$ cat config.mk
export PLATFORM = sky130hd
export DESIGN_NAME = stream_demux_n
export DESIGN_NICKNAME = d
export VERILOG_FILES = /design/src/rtl/stream_demux_pkg.sv /design/src/rtl/stream_demux_n_out_slot.sv /design/src/rtl/stream_demux_n.sv
export SDC_FILE = /design/constraint.sdc
export NUM_CORES = 1
export LEC_CHECK = 0
export ABC_AREA = 0
export CAP_MARGIN = 10
export CORE_MARGIN = 2
export CORE_UTILIZATION = 40
export DETAILED_ROUTE_END_ITERATION = 10
export PLACE_DENSITY = 0.71
export SYNTH_ARGS = -nofsm -noshare
export SYNTH_HDL_FRONTEND = slang
export SYNTH_SLANG_ARGS = --single-unit
$ cat constraint.sdc
create_clock -name clk_i -period 4.96 [get_ports clk_i]
set_clock_uncertainty 0.05 [all_clocks]
set_input_delay 0.992 -clock clk_i [delete_from_list [all_inputs] [get_ports clk_i]]
set_output_delay 0.992 -clock clk_i [all_outputs]
set_load 0.05 [all_outputs]
$ cat src/rtl/stream_demux_pkg.sv
// Shared types and helpers for the 1-to-N stream demultiplexer.
package stream_demux_pkg;

  typedef enum logic {
    ST_IDLE = 1'b0,
    ST_PKT  = 1'b1
  } state_t;

  function automatic int clog2(input int value);
    int r;
    r = 0;
    for (int i = 0; i < 31; i++) begin
      if ((1 << i) < value) r = i + 1;
    end
    return r;
  endfunction

endpackage

$ cat src/rtl/stream_demux_n_out_slot.sv
// One-entry output buffer for a single demux channel; a load takes priority over a drain,
// so the slot can hand off its current beat and accept the next one on the same edge.
module demux_out_slot #(
  parameter int WIDTH = 8
) (
  input  logic             clk_i,
  input  logic             reset_i,
  input  logic             load_i,
  input  logic [WIDTH-1:0] data_i,
  input  logic             last_i,
  input  logic             ready_i,
  output logic             valid_o,
  output logic [WIDTH-1:0] data_o,
  output logic             last_o
);

  logic             valid_q, valid_d;
  logic             last_q, last_d;
  logic [WIDTH-1:0] data_q, data_d;

  always_comb begin
    valid_d = valid_q;
    last_d  = last_q;
    data_d  = data_q;
    if (load_i) begin
      valid_d = 1'b1;
      data_d  = data_i;
      last_d  = last_i;
    end else if (ready_i) begin
      valid_d = 1'b0;
    end
  end

  always_ff @(posedge clk_i) begin
    if (reset_i) begin
      valid_q <= 1'b0;
      last_q  <= 1'b0;
      data_q  <= '0;
    end else begin
      valid_q <= valid_d;
      last_q  <= last_d;
      data_q  <= data_d;
    end
  end

  assign valid_o = valid_q;
  assign data_o  = data_q;
  assign last_o  = last_q;

endmodule

$ cat src/rtl/stream_demux_n.sv
// 1-to-CHANNELS valid/ready demux with per-channel buffering, packet select lock and drop counter.
//   state   | meaning
//   ST_IDLE | no packet open, In_sel steers the beat
//   ST_PKT  | packet open, beats follow the latched select until the last beat
module stream_demux_n
  import stream_demux_pkg::*;
#(
  parameter int WIDTH       = 8,
  parameter int CHANNELS    = 4,
  parameter int SEL_W       = 2,
  parameter int PACKET_MODE = 1,
  parameter int CNT_W       = 8
) (
  input  logic                      clk_i,
  input  logic                      reset_i,
  input  logic [WIDTH-1:0]          in_data_i,
  input  logic                      in_valid_i,
  output logic                      in_ready_o,
  input  logic [SEL_W-1:0]          in_sel_i,
  input  logic                      in_last_i,
  output logic [CHANNELS*WIDTH-1:0] y_data_o,
  output logic [CHANNELS-1:0]       y_last_o,
  output logic [CHANNELS-1:0]       y_valid_o,
  input  logic [CHANNELS-1:0]       y_ready_i,
  output logic [CNT_W-1:0]          drop_count_o,
  output logic                      busy_o
);

  if (CHANNELS < 2 || SEL_W < clog2(CHANNELS)) begin : g_param_check
    $error("stream_demux_n: need CHANNELS >= 2 and 2**SEL_W >= CHANNELS");
  end

  state_t              state_q;
  logic [SEL_W-1:0]    sel_q;
  logic                busy_q;
  logic [CNT_W-1:0]    drop_q, drop_d;
  logic [SEL_W-1:0]    eff_sel;
  logic [CHANNELS-1:0] slot_free;
  logic [CHANNELS-1:0] hit;
  logic [CHANNELS-1:0] load;
  logic                sel_free;
  logic                in_range;
  logic                accept;

  assign eff_sel   = (PACKET_MODE != 0 && state_q == ST_PKT) ? sel_q : in_sel_i;
  assign slot_free = ~y_valid_o | y_ready_i;

  // An out-of-range select matches no slot, so it leaves sel_free at 1 and the beat is sunk.
  always_comb begin
    hit      = '0;
    sel_free = 1'b1;
    in_range = 1'b0;
    for (int k = 0; k < CHANNELS; k++) begin
      hit[k] = (eff_sel == SEL_W'(k));
      if (hit[k]) begin
        sel_free = slot_free[k];
        in_range = 1'b1;
      end
    end
  end

  assign in_ready_o = ~reset_i & sel_free;
  assign accept     = in_valid_i & in_ready_o;
  assign load       = hit & {CHANNELS{accept}};

  always_comb begin
    drop_d = drop_q;
    if (accept && !in_range && !(&drop_q)) drop_d = drop_q + 1'b1;
  end

  always_ff @(posedge clk_i) begin
    if (reset_i) drop_q <= '0;
    else         drop_q <= drop_d;
  end

  always_ff @(posedge clk_i) begin
    if (reset_i) begin
      state_q <= ST_IDLE;
      sel_q   <= '0;
      busy_q  <= 1'b0;
    end else if (PACKET_MODE != 0 && accept) begin
      case (state_q)
        ST_IDLE: begin
          if (!in_last_i) begin
            state_q <= ST_PKT;
            sel_q   <= in_sel_i;
            busy_q  <= 1'b1;
          end
        end
        ST_PKT: begin
          if (in_last_i) begin
            state_q <= ST_IDLE;
            busy_q  <= 1'b0;
          end
        end
        default: begin
          state_q <= ST_IDLE;
          busy_q  <= 1'b0;
        end
      endcase
    end
  end

  for (genvar k = 0; k < CHANNELS; k++) begin : g_slot
    demux_out_slot #(.WIDTH(WIDTH)) u_slot (
      .clk_i   (clk_i),
      .reset_i (reset_i),
      .load_i  (load[k]),
      .data_i  (in_data_i),
      .last_i  (in_last_i),
      .ready_i (y_ready_i[k]),
      .valid_o (y_valid_o[k]),
      .data_o  (y_data_o[k*WIDTH +: WIDTH]),
      .last_o  (y_last_o[k])
    );
  end

  assign drop_count_o = drop_q;
  assign busy_o       = busy_q;

endmodule

Word level (Yosys, flattened, before mapping). Index checks and enable logic that the tools add are counted.

Flip-flop bits (word level): 52. Input bits: 18. Output and inout bits: 50. Word-level logic and storage cells: 63.

$add $sub $neg: 1. Equality and inequality tests: 5. Muxes and demuxes: 21. Bitwise operators: 8. Reduce and logical (&&, ||, !) cells: 12.

Operators with widths (number): $mux W1 (19); $add A8 B1 Y8 const B (1); $reduce_and A8 Y1 (1); $reduce_bool A2 Y1 (4); $reduce_and A3 Y1 (2); $and A4 B4 Y4 (1); $eq A2 B2 Y1 const B (2); $ne A2 B2 Y1 const B (2); $not A4 Y4 (1); $or A4 B4 Y4 (1); $not A1 Y1 (3); $and A1 B1 Y1 (2); $eq A2 B1 Y1 const B (1); $logic_and A1 B1 Y1 (2); $logic_not A1 Y1 (2); $logic_not A2 Y1 (1); $mux W2 (1); $pmux W1 S2 (1).

Logic depth before layout (Yosys ltp). Gate-level depths: netlist of run 1.

Depth after elaboration: 10. Mapped depth: 7. Gate-level depth less buffers: 5.

By module. Synthesis of run 1 repeated with hierarchy kept, for this count alone.

Cell total of the unflattened synthesis: 197. Area total of the unflattened synthesis: 2005.7 sq um.

By module, submodules not included: demux_out_slot (times used 4, cells each 33, area each 355.3 sq um, seq. area each 200.2 sq um); stream_demux_n (times used 1, cells each 65, area each 584.3 sq um, seq. area each 240.2 sq um).

Worst setup path after synthesis of run 1. OpenSTA, ideal clock, no wires.

Path kind: input to output. Start point: in in_sel_i[0]. End point: out in_ready_o. Data arrival time: 3.946 ns. Data required time: 3.918 ns. Path slack: -0.028 ns. Cell stages on the path: 3. Path buffers: 0. Cell sequence: mux2_4 -> mux2i_1 -> a2111oi_0.

Word-level cells in the longest chain between the ends: 7. Elaborated cells between the ends (all ways): 10. Those cells by class: eq/ne: 3; mux: 5; bitwise: 1; reduce/logical: 1.

Ends and longest elaborated chain: start: declaration (RTL line stream_demux_n.sv:19) `input logic [SEL_W-1:0] in_sel_i,`; $mux W2 * (RTL line stream_demux_n.sv:45) `assign eff_sel = (PACKET_MODE != 0 && state_q == ST_PKT) ? sel_q : in_sel_i;`; $logic_not A2 Y1 (RTL line stream_demux_n.sv:54) `hit[k] = (eff_sel == SEL_W'(k));`; $mux W1 (3 in series) (RTL line stream_demux_n.sv:55) `if (hit[k]) begin`; $mux W1 * (RTL line stream_demux_n.sv:55); $and A1 B1 Y1 * (RTL line stream_demux_n.sv:62) `assign in_ready_o = ~reset_i & sel_free;`; end: declaration (RTL line stream_demux_n.sv:18) `output logic in_ready_o,`.

Every way passes the cells marked *; elsewhere a longest branch is shown, timed or not.

Final worst setup path of run 1.
Start point: in in_sel_i[1]. End point: out in_ready_o.

Same word-level chain as after synthesis.

==> results of run 1 <==
[synthesized netlist by cell type (3+ instances only)]
library cell  count  area [um2]
a21oi_1           6        30.0
buf_2             4        20.0
buf_4             8        60.1
clkbuf_1          4        15.0
dfxtp_1          52        1040
inv_1             5        18.8
mux2i_1          39         390
nand2b_1          6        37.5
nand3_1           4        20.0
nor2_1           37         139
nor2b_1           8        50.1
nor3_1            3        15.0
[report_power, final]
part	total, W	switching [W]	internal, W
clock network	0.000243	0.000142	0.000101
registers	0.000436	0.00000754	0.000428
logic	0.000123	0.0000736	0.0000492
total	0.000802	0.000223	0.000579
[path summary, 6_finish.rpt]
| path | from | to | slack, ps | cells after the start |
|---|---|---|---|---|
| setup / recovery | in_sel_i[1] | in_ready_o | 650 | 5 |
| setup reg to reg | state_q | g_slot[0].u_slot.data_o[5] | 2490 | 6 |
| hold reg to reg | drop_count_o[5] | drop_count_o[5] | 420 | 1 |
| hold / removal | drop_count_o[5] | drop_count_o[5] | 420 | 1 |
[worst max-delay path: stages]
cell,delay [ps]
clkdlybuf4s50_1,460
mux2i_1,460
nor3_2,130
a2111oi_1,350
clkdlybuf4s50_1,870
[metal layers]
layer  GRT usage [%]  part of all wire, %  vias up
met4            4.68                  1.1        0
li1                -                    -      776
met1            22.4                   48      704
met3            5.82                  6.7        6
met5               0                    0        -
met2            22.0                   44       37
[final cells by class]
class,instances,area (um2)
clock buffer,5,68.8
clock inverter,3,22.5
fill,425,2010
inverter,5,18.8
multi-input combinational,121,880
sequential,52,1040
tap,67,83.8
timing repair buffer,71,696
[kinds of logic (layout without fill, tap and decap cells)]
| family | after synthesis | after routing | share of synthesized area, % |
|---|---|---|---|
| fa+ha+maj | 1 | 1 | 0.613 |
| flops | 52 | 52 | 51.0 |
| mux | 41 | 41 | 20.4 |
| simple gates | 64 | 64 | 14.8 |
| compound gates | 15 | 15 | 6.26 |
| buf+inv | 24 | 84 | 6.87 |
[flip-flops by register name, summed over array words and instances, names as in the netlist]
name / flops
g_slot.u_slot.data_o: 32
drop_count_o: 8
g_slot.u_slot.last_o: 4
g_slot.u_slot.valid_o: 4
sel_q: 2
busy_o: 1
state_q: 1
[through the flow]
step / setup WS (ps) / hold slack (ps) / cells
2_1_floorplan: 632 / 412 / 197
3_3_place_gp: 656 / 402 / 316
3_5_place_dp: 647 / 406 / 316
4_1_cts: 656 / 423 / 324
5_1_grt: 514 / 437 / 324
6_report: 652 / 419 / 324
==> reports/metrics.cfg, run 1 <==
[grt]
grt_usage_pct = 15.7
antenna_found_initial = 0
grt_pass1_wl_um = 6690
grt_pass1_vias = 1353
grt.overflow.total = 0
grt_max_degree = 54

[yosys]
async_flop_share_pct = 0
syn_avg_cell_area_um2 = 10.4
synth_edf_count = 0
syn_area_um2 = 2040
yosysSeqAreaShare_pct = 51.0
synth.net_count = 216
syn_inst = 197
yosys_most_used_dff = dfxtp_1
synth-warning-count = 0
synth_cell_types = 30
synth_seq_cells = 52

[floorplan]
die_x_um = 75.4
fp.coreArea_um2 = 4820
initial_utilization_pct = 42.3
rows = 25
die_area_um2 = 5690
die_y_um = 75.4
pin_count = 68

[routing]
vias = 1523
drt_iter0_markers = 84
post_drt_wl_per_cell_um = 13.3
first_pass_iters = 4
wl_um = 4310
remaining_drc_errors = 0
vias_per_cell = 4.70
ant_nets = 0

[pwr]
total_power_w = 0.000802
vdd_drop_max_mv = 0.158
p_per_area_nw_per_um2 = 285
p_leak_nw = 0.987

[cells_and_area]
area_growth_pct = 37.8
antenna_cells = 0
mostFrequentLayoutCells = clkdlybuf4s50_1, dfxtp_1, mux2i_1
design_area_um2 = 2810
final_util_pct = 58.3
final_common_cell = clkdlybuf4s50_1
drive_gt1_share_pct = 9.73
nets = 275

[timing]
drv_slew = 0
grt_setup_unrepaired = false
slew_headroom_pct = 25.8
max_freq_mhz = 232
hold_violations = 0
tns_ps = 0
period_needed_ps = 4310
worst_pin_slew_ps = 1110
fin_crit_sh_pct = 86.9
setup-violations-final = 0

[worst_setup_path]
crit_type = primary input to output port
cp-end-kind = output port
path_max_fanout = 5
worstSetupStartpointType = primary input
crit_required_ps = 3920
cp.arrival_ps = 3270

[clocking]
cts_max_path_buffers = 2
ctsResizeCount = 0
ctsHoldBuffers = 0
path_clk_slew_ps = 90
htree_levels = 2
cts_tree = built
cts.sinks = 52
cts_made_buffers = 5
clock_latency_ps = 300
postCtsSetupBuffers = 0
root_buffer = clkbuf_8

[placed_design]
dp_hpwl_um = 2950
gp_congestion = 0.854
port_buffers = 67
postPlaceCellArea_um2 = 2720

[run]
drv_cap = 0

[min_path]
hold_class = flip-flop to flip-flop

[outcome]
status = completed

No activity file was read; power rests on OpenSTA's default activity.
==> inputs of run 2 (changes only) <==
--- a/config.mk
+++ b/config.mk
@@ -7,10 +7,12 @@
 export LEC_CHECK = 0
 export ABC_AREA = 0
 export CAP_MARGIN = 10
+export CORE_ASPECT_RATIO = 1.1
 export CORE_MARGIN = 2
 export CORE_UTILIZATION = 40
 export DETAILED_ROUTE_END_ITERATION = 10
 export PLACE_DENSITY = 0.71
+export SLEW_MARGIN = 20
 export SYNTH_ARGS = -nofsm -noshare
 export SYNTH_HDL_FRONTEND = slang
 export SYNTH_SLANG_ARGS = --single-unit
==> constraint.sdc (replaced) <==
create_clock -name clk_i -period 5.2 [get_ports clk_i]
set_clock_uncertainty 0.05 [all_clocks]
set_input_delay 1.04 -clock clk_i [delete_from_list [all_inputs] [get_ports clk_i]]
set_output_delay 1.04 -clock clk_i [all_outputs]
set_load 0.05 [all_outputs]
==> run 2 against run 1 <==
Sequential share of layout area is 0.38 points higher. Sequential cell count stayed put. Wire length is 1.2% lower. First-iteration DRC count is 63% lower. Clock power is 5% higher.
==> reports/metrics.cfg, run 2 (synthesis gave the netlist of run 1 again) <==
[worst_setup_path]
path_max_fanout = 5
worstSetupStartpointType = primary input
crit_type = primary input to output port
crit_required_ps = 4110
cp.arrival_ps = 3420
reg2reg_slack_ps = 2590
cp-end-kind = output port

[timing]
setup-violations-final = 0
slew_headroom_pct = 26.7
hold_violations = 0
tns_ps = 0
period_needed_ps = 4510
grt_setup_unrepaired = false
fin_crit_sh_pct = 86.7
max_freq_mhz = 222
worst_pin_slew_ps = 1090
drv_slew = 0

[floorplan]
fp.coreArea_um2 = 4970
die_y_um = 78.9
die_area_um2 = 5690
pin_count = 68
rows = 27
die_x_um = 72.1
initial_utilization_pct = 41.1

[placed_design]
dp_hpwl_um = 2910
gp_congestion = 0.837
port_buffers = 67
postPlaceCellArea_um2 = 2680

[clocking]
cts.sinks = 52
ctsResizeCount = 0
clock_latency_ps = 290
root_buffer = clkbuf_8
path_clk_slew_ps = 80
cts_made_buffers = 5
cts_tree = built
postCtsSetupBuffers = 0
ctsHoldBuffers = 0
htree_levels = 2
cts_max_path_buffers = 2

[routing]
vias = 1520
ant_nets = 0
first_pass_iters = 4
drt_iter0_markers = 31
wl_um = 4260
remaining_drc_errors = 0
post_drt_wl_per_cell_um = 13.8
vias_per_cell = 4.92

[grt]
grt_pass1_vias = 1439
top_usage_layer = met2
met1_usage_pct = 18.0
grt_use_met3_pct = 5.84
grt_use_met2_pct = 25.6
grt.overflow.total = 0
grt_pass1_wl_um = 6800
grt_usage_pct = 15.2
grt_max_degree = 55
antenna_found_initial = 0

[cells_and_area]
seq_area_um2 = 1040
final.fill_count = 476
nets = 271
antenna_cells = 0
drive_gt1_share_pct = 7.57
multiInputGateArea_um2 = 885
mostFrequentLayoutCells = clkdlybuf4s50_1, dfxtp_1, mux2i_1
design_area_um2 = 2780
largest_register_ffs = 32
area_growth_pct = 36.4
final_common_cell = clkdlybuf4s50_1

[pwr]
p_leak_nw = 0.967
total_power_w = 0.000787
p_per_area_nw_per_um2 = 283
vdd_drop_max_mv = 0.185

[outcome]
status = completed

[run]
drv_cap = 0

[min_path]
hold_class = flip-flop to flip-flop

==> run 2: changes by cell type in the layout (fill, tap and decap cells not counted) <==
cell       previous run  this run
clkinv_4              1         0
clkinv_2              1         0
buf_4                 4         0
nor3_2                4         3
bufinv_16             0         1
a2111oi_0             0         1
nor3_4                0         1
inv_6                 1         0
a2111oi_1             1         0
==> run 2: area by class of cell <==
type,count,share of cell area [%]
sequential,52,37.4
clock buffer,5,2.47
inverter,5,0.675
multi-input combinational,121,31.8
clock inverter,1,1.08
timing repair buffer,67,23.9
tap,58,2.61
==> run 2: path summary, 6_finish.rpt <==
path / from / end / cells past startpoint
max: in_sel_i[1] / in_ready_o / 5
max reg2reg: state_q / g_slot[1].u_slot.data_o[5] / 5
min reg2reg: drop_count_o[6] / drop_count_o[6] / 1
min: drop_count_o[6] / drop_count_o[6] / 1
==> run 2: worst max-delay path, cell delays in order <==
cell and delay (ps):
clkdlybuf4s50_1 470, mux2i_1 450, nor3_2 130, a2111oi_0 430, clkdlybuf4s50_1 890
==> run 2: metrics by stage <==
step | hold slack, ps | cells | util [%] | worst slack [ps]
after floorplan | 412 | 197 | - | 116
after global placement | 402 | 303 | 53.9 | 778
after detailed placement | 405 | 303 | 53.9 | 697
after CTS | 422 | 309 | 55.9 | 700
after global routing | 437 | 309 | 56.0 | 543
final | 417 | 309 | 56.0 | 689
==> run 2: routing by layer <==
| layer | share of wire, % | up-vias |
|---|---|---|
| met4 | 1.5 | 0 |
| met2 | 47 | 55 |
| met1 | 44 | 697 |
| met3 | 8.3 | 8 |
| li1 | - | 760 |
| met5 | 0 | - |
==> run 2: where the power goes <==
part           total (W)  switching (W)  internal [W]
logic           0.000116      0.0000700     0.0000457
registers       0.000415     0.00000708      0.000408
clock network   0.000256       0.000118      0.000138
total           0.000787       0.000195      0.000592
